**config.mk**
```make
export PLATFORM = sky130hd
export DESIGN_NAME = uart_tx_arbiter
export DESIGN_NICKNAME = d
export VERILOG_FILES = /design/src/rtl/uart_tx_arbiter.sv
export SDC_FILE = /design/constraint.sdc
export NUM_CORES = 1
export LEC_CHECK = 0
export CAP_MARGIN = 20
export CORE_MARGIN = 1.5
export CORE_UTILIZATION = 42
export CTS_CLUSTER_SIZE = 25
export DETAILED_ROUTE_END_ITERATION = 8
export PLACE_DENSITY = 0.85
export SLEW_MARGIN = 20
export SYNTH_ARGS = -nofsm -noshare
export SYNTH_HDL_FRONTEND = slang
export SYNTH_SLANG_ARGS = --single-unit
```
**constraint.sdc**
```tcl
create_clock -name clk -period 4.5 [get_ports clk]
set_clock_uncertainty 0.15 [all_clocks]
set_input_delay 0.675 -clock clk [delete_from_list [all_inputs] [get_ports clk]]
set_output_delay 0.675 -clock clk [all_outputs]
set_load 0.005 [all_outputs]
```
**src/rtl/uart_tx_arbiter.sv**
```systemverilog
// Round-robin, packet-atomic arbiter sharing one byte-wide uart_tx interface.
// Define UART_TX_ARB_TIMEOUT_EN to add the mid-packet stall timeout.
module uart_tx_arbiter #(
    parameter int NUM_REQ        = 4,
    parameter int TIMEOUT_CYCLES = 1024
) (
    input  logic                 clk,
    input  logic                 rst_n,
    input  logic [NUM_REQ-1:0]   req_vld,
    input  logic [NUM_REQ*8-1:0] req_data,
    input  logic [NUM_REQ-1:0]   req_last,
    output logic [NUM_REQ-1:0]   req_rdy,
    output logic                 tx_vld,
    output logic [7:0]           tx_data,
    input  logic                 tx_rdy,
    output logic [NUM_REQ-1:0]   grant,
    output logic                 busy,
    output logic                 timeout_err
);

    localparam int LW = $clog2(NUM_REQ);

    typedef enum logic {
        IDLE = 1'b0,
        OWN  = 1'b1
    } state_t;

    state_t             state_q, state_d;
    logic [NUM_REQ-1:0] grant_q, grant_d;
    logic [LW-1:0]      gidx_q, gidx_d;
    logic [LW-1:0]      last_q, last_d;
    logic               tx_vld_q, tx_vld_d;
    logic [7:0]         tx_data_q, tx_data_d;
    logic               accept;
    logic               timeout_hit;

    // First asserted requester after the pointer, wrapping modulo NUM_REQ.
    function automatic logic [LW-1:0] rr_pick(input logic [NUM_REQ-1:0] vld,
                                              input logic [LW-1:0]      ptr);
        logic [LW-1:0] pick;
        logic          found;
        int            idx;
        pick  = ptr;
        found = 1'b0;
        for (int k = 1; k <= NUM_REQ; k++) begin
            idx = (int'(ptr) + k) % NUM_REQ;
            if (!found && vld[idx]) begin
                pick  = LW'(idx);
                found = 1'b1;
            end
        end
        return pick;
    endfunction

    assign req_rdy = grant_q & {NUM_REQ{~tx_vld_q | tx_rdy}};
    assign accept  = (state_q == OWN) && req_vld[gidx_q] && req_rdy[gidx_q];

    always_comb begin
        // NOTE: every _d defaults to its _q first so no path infers a latch.
        state_d   = state_q;
        grant_d   = grant_q;
        gidx_d    = gidx_q;
        last_d    = last_q;
        tx_vld_d  = tx_vld_q;
        tx_data_d = tx_data_q;

        if (tx_vld_q && tx_rdy) tx_vld_d = 1'b0;

        case (state_q)
            IDLE: begin
                if (|req_vld) begin
                    gidx_d          = rr_pick(req_vld, last_q);
                    grant_d         = '0;
                    grant_d[gidx_d] = 1'b1;
                    state_d         = OWN;
                end
            end
            OWN: begin
                if (accept) begin
                    tx_data_d = req_data[8*int'(gidx_q) +: 8];
                    tx_vld_d  = 1'b1;
                end
                if ((accept && req_last[gidx_q]) || timeout_hit) begin
                    grant_d = '0;
                    last_d  = gidx_q;
                    state_d = IDLE;
                end
            end
            default: state_d = IDLE;
        endcase
    end

    // NOTE: sequential state uses non-blocking assignments only.
    always_ff @(posedge clk or negedge rst_n) begin
        if (!rst_n) begin
            state_q   <= IDLE;
            grant_q   <= '0;
            gidx_q    <= '0;
            last_q    <= LW'(NUM_REQ - 1);
            tx_vld_q  <= 1'b0;
            tx_data_q <= 8'h00;
        end else begin
            state_q   <= state_d;
            grant_q   <= grant_d;
            gidx_q    <= gidx_d;
            last_q    <= last_d;
            tx_vld_q  <= tx_vld_d;
            tx_data_q <= tx_data_d;
        end
    end

`ifdef UART_TX_ARB_TIMEOUT_EN
    localparam int CW = $clog2(TIMEOUT_CYCLES + 1);

    logic [CW-1:0] cnt_q, cnt_d;
    logic          timeout_err_q, timeout_err_d;

    assign timeout_hit   = (state_q == OWN) && !accept && (cnt_q == CW'(TIMEOUT_CYCLES - 1));
    assign timeout_err_d = timeout_hit;

    // Counter sits at zero in IDLE, so entering OWN always starts from a clear count.
    always_comb begin
        cnt_d = cnt_q;
        if (state_q == IDLE || accept || timeout_hit) cnt_d = '0;
        else if (!req_vld[gidx_q])                    cnt_d = cnt_q + 1'b1;
    end

    always_ff @(posedge clk or negedge rst_n) begin
        if (!rst_n) begin
            cnt_q         <= '0;
            timeout_err_q <= 1'b0;
        end else begin
            cnt_q         <= cnt_d;
            timeout_err_q <= timeout_err_d;
        end
    end

    assign timeout_err = timeout_err_q;
`else
    logic unused_timeout_cycles;

    assign timeout_hit           = 1'b0;
    assign timeout_err           = 1'b0;
    assign unused_timeout_cycles = ^TIMEOUT_CYCLES;
`endif

    assign grant   = grant_q;
    assign busy    = |grant_q;
    assign tx_vld  = tx_vld_q;
    assign tx_data = tx_data_q;

endmodule

```
==> metrics.md <==
| Metric | Value |
|---|---|
| Status | `finished clean` |
| Die X-Extent | `~56 microns` |
| Count of antenna diodes in the layout | `0` |
| Clock Latency Late Sink | `around 290 ps` |
| Measured slew at the worst slew-check pin | `between 700 and 800 ps` |
| Antenna violations before repair | `0` |
| Area share of the largest cell type after synthesis | `0.338` |
| Largest cells by area after synthesis | `sky130_fd_sc_hd__dfrtp_1 34%, sky130_fd_sc_hd__mux4_1 18%, sky130_fd_sc_hd__mux2_4 10%, sky130_fd_sc_hd__dfstp_2 4.4%, sky130_fd_sc_hd__a32o_1 4.2%` |
| Pins Over Slew Limit | `0` |
| Placer Congestion | `0.761` |
| Max-cap violations | `0` |
| Number of core rows | `19` |
| Tot GR Track Use | `0.179` |
| Leading area contributor after synthesis | `sky130_fd_sc_hd__dfrtp_1` |
| Reg2Reg Launch Point | `gidx_q[0]` |
| Startpoint kind of the worst setup timing path | `primary input` |
| Final routed DRC violation total | `0` |
| Count of flip-flops with a built-in enable after synthesis | `0` |
| Layout cell share with drive strength beyond 1 | `0.139` |
| Final Hold Viols | `0` |
| Setup Crit Path Kind | `in -> out` |
| First-pass iteration count of the detailed router | `4` |
| Ys async rst share | `1.00` |
| Post-detailed-route count of antenna-violating nets | `0` |
| Leakage power | `between 0.7 and 0.8 nW` |
| Synthesis Warnings | `0` |
| Overall power of the completed layout | `0.947 mW` |
| TritonCTS clock tree | `built` |
| Distinct cell type count of the synthesized netlist | `31` |
| Routed wire length per instance | `14.3 microns` |
| Via count of the first global-routing pass | `approximately 1100` |
| Wire length of the first global-routing pass | `around 4500 microns` |
| CTS HTree Levels | `1` |
| Detail-routed via count per cell | `5.57` |
| Worst r2r path cells | `4` |
| Starting density of the core | `0.438` |
| Worst voltage drop across the vdd grid | `383 uV` |
| Die area | `~0.0032 sq mm` |
| Number of buffers inserted by port buffering | `60` |
| Root buffer selected by CTS | `sky130_fd_sc_hd__clkbuf_4` |
| Overflow after GRT | `0` |
| Sequential area share after synthesis | `0.382` |
| Commonest cells in the netlist | `16 x sky130_fd_sc_hd__dfrtp_1, 8 x sky130_fd_sc_hd__and2_1, 8 x sky130_fd_sc_hd__mux2_4, 8 x sky130_fd_sc_hd__mux4_1` |
| Hold-fix buffer count after cts | `0` |
| Iteration-0 DRC Markers | `23` |
| Post-Synthesis Mean Instance Area | `12.9 sq um` |
| Clock transition at the register clock pins on the worst setup and hold paths after CTS | `roughly 90 ps` |
| Summed negative setup slack over all endpoints | `0 ps` |
| Pin count of the biggest net entering global routing | `19` |
| Number of instances resized during post-cts repair | `0` |
| Endpoint, Worst Hold | `tx_data[1]` |
| Overall via count from detail_route | `between 1000 and 1500` |
| Min-Delay Startpoint | `tx_data[1]` |
| Shortest period the worst path allows | `between 2000 and 3000 ps` |
| WP data arrival | `1930 ps` |
| Post-synthesis sequential element count | `18` |
| Critical path capture point type | `primary output` |
| # setup viols final | `0` |
| Worst EP required | `approximately 3700 ps` |
| Most frequently used cell type in the post-synthesis netlist | `sky130_fd_sc_hd__dfrtp_1` |
| # IOs | `62` |
| Area growth syn-to-layout | `53.8%` |
| Floorplan core area | `~0.0027 sq mm` |
| Y dimension of the die | `approximately 56 microns` |
| Unrepaired setup endpoints after global routing | `false` |
| Drt total wl | `approximately 2600 microns` |
| Post-Syn Nets | `~140` |
| Crit Reg-Reg Endpoint | `last_q[1]` |
| Worst-case headroom to the max-slew limit | `0.481` |
| Post-Syn Instances | `approximately 90` |
| Final period utilization | `0.613` |
| Power Density | `between 500 and 600 mW/mm^2` |
| Top_reg_cell synth | `sky130_fd_sc_hd__dfrtp_1` |
| Final HPWL DP | `2130 microns` |
| Synth Cell Area | `approximately 0.0012 sq mm` |
| CP max FO | `6` |
| Min-Delay Path Class | `reg -> reg` |
| Peak Freq | `around 360 MHz` |
| Total number of nets in the final design | `roughly 200` |
| Clock sink count | `18` |
| Post-CTS setup buffers | `0` |
| Maximum buffer depth of the clock tree | `2` |
| Inserted Clock Buffers | `3` |
| Worst Hold Path Cells | `1` |
| Slack of the worst reg-to-reg path | `roughly 2300 ps` |
[cell families after synthesis]
kind of cell | share of synthesized area
other | 0.00316
AO/OA/AOI/OAI | 0.103
AND/OR/NAND/NOR | 0.136
multiplexers | 0.333
flip-flops | 0.382
buffers and inverters | 0.0422
[state kept, by name, indices dropped and copies added, names as in the netlist]
signal	count
tx_data	8
grant	4
gidx_q	2
last_q	2
state_q	1
tx_vld	1
[cell usage in the layout, fill, tap and decap left out, types with 2 or more instances in the layout]
master and instances:
sky130_fd_sc_hd__clkdlybuf4s50_1 60, sky130_fd_sc_hd__dfrtp_1 16, sky130_fd_sc_hd__and2_1 8, sky130_fd_sc_hd__mux4_1 8, sky130_fd_sc_hd__mux2_4 8, sky130_fd_sc_hd__nand2_1 5, sky130_fd_sc_hd__a32o_1 5, sky130_fd_sc_hd__nor2_1 4
sky130_fd_sc_hd__o21ai_0 4, sky130_fd_sc_hd__a21oi_1 3, sky130_fd_sc_hd__clkbuf_4 3, sky130_fd_sc_hd__nand2b_1 2, sky130_fd_sc_hd__mux2_2 2, sky130_fd_sc_hd__and2_0 2, sky130_fd_sc_hd__mux2i_1 2, sky130_fd_sc_hd__a21o_1 2
sky130_fd_sc_hd__or2_2 2, sky130_fd_sc_hd__dfstp_2 2
[worst max-delay path: stages]
cell and delay, ps:
sky130_fd_sc_hd__clkdlybuf4s50_1 440, sky130_fd_sc_hd__nand2b_1 170, sky130_fd_sc_hd__and2_1 150, sky130_fd_sc_hd__clkdlybuf4s50_1 490
[through the flow]
| step | instances | hold slack [ps] | utilization | cell area [sq um] | setup WS (ps) |
|---|---|---|---|---|---|
| after global routing | 182 | 395 | 0.673 | 1820 | 1680 |
| after floorplan | 92 | 229 | - | 1190 | 2370 |
| after global placement | 178 | 350 | 0.660 | 1790 | 1760 |
| after detailed placement | 178 | 346 | 0.660 | 1790 | 1730 |
| after CTS | 182 | 377 | 0.673 | 1820 | 1730 |
| final | 182 | 373 | 0.673 | 1820 | 1740 |
[power by group]
part	leakage, nW	total (mW)	internal (mW)	switching, mW
Clock	0.0210	0.0956	0.0493	0.0463
Combinational	0.516	0.519	0.362	0.157
Sequential	0.216	0.333	0.242	0.0907
Total	0.753	0.947	0.654	0.294
[how the worst max path moves through the flow]
| stage | startpoint | to | slack, ps | cells after the start |
|---|---|---|---|---|
| floorplan | req_vld[2] | tx_data[0] | 2370 | 5 |
| global placement | tx_rdy | req_rdy[0] | 1760 | 4 |
| detailed placement | tx_rdy | req_rdy[2] | 1730 | 4 |
| CTS | tx_rdy | req_rdy[2] | 1730 | 4 |
| global route | tx_rdy | req_rdy[1] | 1680 | 4 |
| finish | tx_rdy | req_rdy[1] | 1740 | 4 |
[layout make-up]
| type | count | area (sq um) |
|---|---|---|
| clock buffers | 4 | 36.3 |
| fillers | 193 | 886 |
| inverters | 2 | 12.5 |
| multi-input cells | 67 | 683 |
| flip-flops and latches | 18 | 453 |
| well taps | 31 | 38.8 |
| repair buffers | 60 | 601 |
[metal layers]
metal,GRT usage,share of wire,vias up,wire length [microns]
met5,0,0,-,0
met4,0.0714,0.015,0,38
met3,0.0512,0.097,5,253
met2,0.314,0.48,60,1240
met1,0.204,0.41,477,1060
li1,-,-,471,-
Power figures use the tool's default switching activity.
